### config.mk
export PLATFORM = sky130hd
export DESIGN_NAME = registers
export DESIGN_NICKNAME = d
export VERILOG_FILES = /design/src/rtl/registers.sv
export SDC_FILE = /design/constraint.sdc
export NUM_CORES = 1
export LEC_CHECK = 0
export CORE_ASPECT_RATIO = 0.6
export CORE_MARGIN = 2
export CORE_UTILIZATION = 47
export CTS_CLUSTER_DIAMETER = 120
export DETAILED_ROUTE_END_ITERATION = 10
export PLACE_DENSITY = 0.67
export SYNTH_ARGS = -nofsm -noshare
export SYNTH_HDL_FRONTEND = slang
export SYNTH_SLANG_ARGS = --single-unit
### constraint.sdc
create_clock -name clk -period 2.2 [get_ports clk]
set_input_delay 0.44 -clock clk [delete_from_list [all_inputs] [get_ports clk]]
set_output_delay 0.44 -clock clk [all_outputs]
set_load 0.02 [all_outputs]
### src/rtl/registers.sv
// 16 x 32-bit register bank: two combinational read ports, one synchronous write port.
// Define REGBANK_WRITE_BYPASS_EN to forward write data to a read port in the same cycle.
module registers #(
    parameter int DATA_W = 32,
    parameter int ADDR_W = 4
) (
    input  logic              clk,
    input  logic              rst_n,
    input  logic [ADDR_W-1:0] rs,
    input  logic [ADDR_W-1:0] rt,
    input  logic [ADDR_W-1:0] rd,
    input  logic [DATA_W-1:0] data,
    input  logic              write,
    output logic [DATA_W-1:0] rd1,
    output logic [DATA_W-1:0] rd2
);
    localparam int NREG = 2 ** ADDR_W;

    logic [DATA_W-1:0] r_regs [NREG];
    logic [NREG-1:0]   w_we;
    logic [DATA_W-1:0] w_rd1_stored;
    logic [DATA_W-1:0] w_rd2_stored;

    // Enable is gated by write first, so X on rd/data with write=0 cannot reach state.
    for (genvar g = 0; g < NREG; g++) begin : g_reg
        assign w_we[g] = write && (rd == ADDR_W'(g));

        always_ff @(posedge clk or negedge rst_n) begin
            if (!rst_n)
                r_regs[g] <= '0;
            else if (w_we[g])
                r_regs[g] <= data;
        end
    end

    assign w_rd1_stored = r_regs[rs];
    assign w_rd2_stored = r_regs[rt];

`ifdef REGBANK_WRITE_BYPASS_EN
    logic w_byp1;
    logic w_byp2;

    assign w_byp1 = write && rst_n && (rs == rd);
    assign w_byp2 = write && rst_n && (rt == rd);
    assign rd1    = w_byp1 ? data : w_rd1_stored;
    assign rd2    = w_byp2 ? data : w_rd2_stored;
`else
    assign rd1 = w_rd1_stored;
    assign rd2 = w_rd2_stored;
`endif

endmodule

==> impl_results.rst <==
.. list-table::
   :header-rows: 1

   * - Metric
     - Value
   * - Min cycle time layout
     - 2.46 ns
   * - Required @ worst endpoint
     - 1.76 ns
   * - Fraction of layout cells with a size suffix above 1
     - 67.2%
   * - Setup Viol. Count Final
     - 64
   * - Yosys warnings
     - 0
   * - Unrepaired setup endpoints after global routing
     - yes
   * - Flip-flop count of the largest register after layout
     - 512
   * - Kind of end point of the critical path
     - output pin
   * - Relative slew margins
     - 54.1%
   * - Maximum number of pins on one net before global-route repair
     - 86
   * - Number of nets still failing antenna checks after routing
     - 0
   * - Multiplexer fraction of the synthesized cell area
     - 43.6%
   * - Worst Setup Path Type
     - reg -> out
   * - Largest vdd supply drop
     - 624 uV
   * - Antenna violations before repair
     - 2
   * - CP bufs+invs
     - 2
   * - Power density cells
     - 920 mW/mm2
   * - Area added between synthesis and finish
     - 24.1%
   * - Registers with the most flip-flops
     - r_regs (512)
   * - Root Buffer
     - sky130_fd_sc_hd__clkbuf_16
   * - Die outline height
     - ~190 um
   * - Max Clk Rate
     - slightly above 0.4 GHz
   * - Remaining global-route overflow
     - 0
   * - Final Max Slew Viols
     - 0
   * - Crit path setup slack, layout
     - -0.264 ns
   * - Highest-count cells in the layout ignoring fill and taps
     - sky130_fd_sc_hd__dfrtp_1 (512), sky130_fd_sc_hd__mux2_2 (503), sky130_fd_sc_hd__mux4_2 (256)
   * - Clock tree from TritonCTS
     - built
   * - Count of boundary I/O pins
     - 111
   * - Largest register by flop count
     - r_regs
   * - Final TNS setup
     - -9.65 ns
   * - Post-detailed-route via-to-cell ratio
     - 6.48
   * - Final instance area
     - ~0.033 mm2
   * - Pre-Repair DR Iteration Count
     - 5
   * - Clock-pin slew on the worst setup and hold paths
     - 0.06 ns
   * - Number of cells after detailed placement
     - around 2600
   * - Die Span X
     - between 300 and 400 um
   * - Global placement routability congestion
     - 0.825
   * - Area fraction in compound gates after synthesis
     - 3.63%
   * - Place WS
     - -0.727 ns
   * - Proportion of synthesized chip area in sequential cells
     - 48.4%
   * - Syn Nets
     - around 1700
   * - Worst-path cell with the longest stage delay
     - sky130_fd_sc_hd__mux4_2
   * - Most common cell after layout, fill and taps aside
     - sky130_fd_sc_hd__dfrtp_1
   * - Largest fanout on the critical path
     - 2
   * - DRC violation count after routing
     - 0
   * - Unique masters post-synth
     - 18
   * - Post-Route WL
     - slightly below 80 mm
   * - Post-placement cell area
     - 0.0302 mm2
   * - Number of nets at the end of the flow
     - 1925
   * - Worst-skew pair later-pin latency
     - 0.58 ns
   * - Total vias in the final route
     - 17300
   * - Tot GR Track Use
     - 27.4%
   * - Maximum level of the CTS H-tree
     - 2
   * - Reported leakage power
     - 0.0135 uW
   * - Startpoint type of the worst setup path
     - flop
   * - N_diodes
     - 0
   * - Number of placement rows
     - 67
   * - Arithmetic-cell share of the synthesized area counting full adders, half adders and majority gates
     - 0%
   * - Number of fill cells
     - 4193
   * - Critical-path cell list
     - buf_6, mux4_2, a22oi_2, nand2_2, buf_6
   * - DRC marker count from the first detailed-route iteration
     - 1425
   * - Routed length per instance
     - 29.4 um
   * - Via count of the first global-routing pass
     - 18000
   * - Area of the die
     - approximately 0.06 mm2
   * - Number of maximum-capacitance constraint violations
     - 0
   * - Violated checks
     - negative setup slack
   * - Final Cycle Share
     - 112%
   * - Wire length of the first global-routing pass
     - 118 mm
   * - Syn Std Cell Area
     - 0.0265 mm2
   * - Area share of and/or/nand/nor cells after synthesis
     - roughly 1.6%
   * - Clock sink count
     - approximately 500
   * - Cell with the most instances on the worst path
     - sky130_fd_sc_hd__buf_6
   * - Worst Skew
     - 0 ns
   * - Outcome
     - finished with violations
   * - Count of mapped cells out of synthesis
     - between 1500 and 2000
   * - Transition time at the pin with the least slew margin
     - 0.686 ns
   * - Arrival time of the worst setup path
     - 2.02 ns
   * - Longest Clk Path Bufs
     - 3
   * - Cts bufs inserted
     - 50
   * - Layout Cells excl Fill
     - 2670
   * - Class of the worst hold path
     - in -> async
   * - Hold Violations, Final
     - 0
   * - Top Family by Delay on Critical Path
     - multiplexers
   * - Core Region
     - 0.0557 mm2
   * - Buffers added on ports
     - 110
   * - Starting density of the core
     - 47.5%
   * - Xor-xnor portion of the synthesized cell area
     - 0%
   * - Maximum cell stage delay along the critical path
     - 0.47 ns
   * - Yosys reg bits
     - 512
   * - Final HPWL from detailed placement
     - 51.1 mm
   * - Average footprint of a synthesized cell
     - 15.8 um2
   * - Dominant combinational cell family by area after synthesis
     - multiplexers
## power by group
group | switching, uW | internal [uW]
logic | 3300 | 5060
registers | 1650 | 11600
clock network | 3680 | 4900
total | 8630 | 21600
## synth_stat cells
cell                       instances  share of area (%)
sky130_fd_sc_hd__clkbuf_1         93                1.3
sky130_fd_sc_hd__and2_1            2              0.047
sky130_fd_sc_hd__nand3_1           1              0.019
sky130_fd_sc_hd__buf_2            72                1.4
sky130_fd_sc_hd__nor2_1           12               0.17
sky130_fd_sc_hd__mux2_2          503                 21
sky130_fd_sc_hd__dfrtp_1         512                 48
sky130_fd_sc_hd__mux4_2          256                 22
sky130_fd_sc_hd__mux2_1            9               0.38
sky130_fd_sc_hd__or3_1             3              0.071
sky130_fd_sc_hd__nor2b_1           4              0.095
sky130_fd_sc_hd__nor3b_2           1              0.047
sky130_fd_sc_hd__and3_1            1              0.024
sky130_fd_sc_hd__nand2_1          66               0.94
sky130_fd_sc_hd__nand3b_1          3              0.085
sky130_fd_sc_hd__buf_1             7              0.099
sky130_fd_sc_hd__a22oi_1         128                3.6
sky130_fd_sc_hd__nand2b_1          3              0.071
## per-layer routing
layer | vias up | wire, um | GRT usage, %
met5 | - | 0 | 0
met4 | 0 | 1870 | 7.04
met3 | 141 | 5750 | 5.29
met2 | 662 | 35600 | 40.4
li1 | 6960 | - | -
met1 | 9548 | 35200 | 41.7
## cell type report
type | instances | area [um2] | share of cell area [%]
tap | 759 | 950 | 2.89
multi-input combinational | 992 | 13700 | 41.7
sequential | 512 | 12800 | 39.0
clock inverter | 6 | 91.3 | 0.278
timing repair buffer | 322 | 3790 | 11.5
clock buffer | 79 | 1510 | 4.60
## worst paths after layout
path,from,endpoint,slack (ns),depth (start not counted)
worst max-delay path,r_regs[160]$_DFFE_PN0P_,rd2[0],-0.26,5
worst min-delay path,rst_n,r_regs[71]$_DFFE_PN0P_,0.36,2
worst max register to register,r_regs[149]$_DFFE_PN0P_,r_regs[149]$_DFFE_PN0P_,1.18,3
worst min register to register,r_regs[390]$_DFFE_PN0P_,r_regs[390]$_DFFE_PN0P_,0.52,1
max in group asynchronous,rst_n,r_regs[332]$_DFFE_PN0P_,1.02,3
min in group clk,r_regs[390]$_DFFE_PN0P_,r_regs[390]$_DFFE_PN0P_,0.52,1
## per-stage QoR
stage          hold WS (ns)  utilization [%]  power [uW]
6_report              0.359             58.9       30200
2_1_floorplan         0.144                -       18000
5_1_grt               0.376             58.9       31500
4_1_cts               0.352             58.5       30100
3_3_place_gp          0.369             54.1       20600
3_5_place_dp          0.370             54.1       21000
## kinds of logic after synthesis
| logic type | after synthesis |
|---|---|
| simple gates | 96 |
| flops | 512 |
| buf+inv | 172 |
| mux | 768 |
| compound gates | 128 |
## what timing repair did
item / in CTS / in global routing
pin swaps: 133 / 20
resized for setup: 507 / 41
buffers inserted: 10 / 10
hold buffers: 1 / 0
hold endpoints to repair: 20 / 0
setup endpoints to repair: 64 / 64
cloned: 2 / 0
Note: power is estimated with default switching activity, not from simulation.
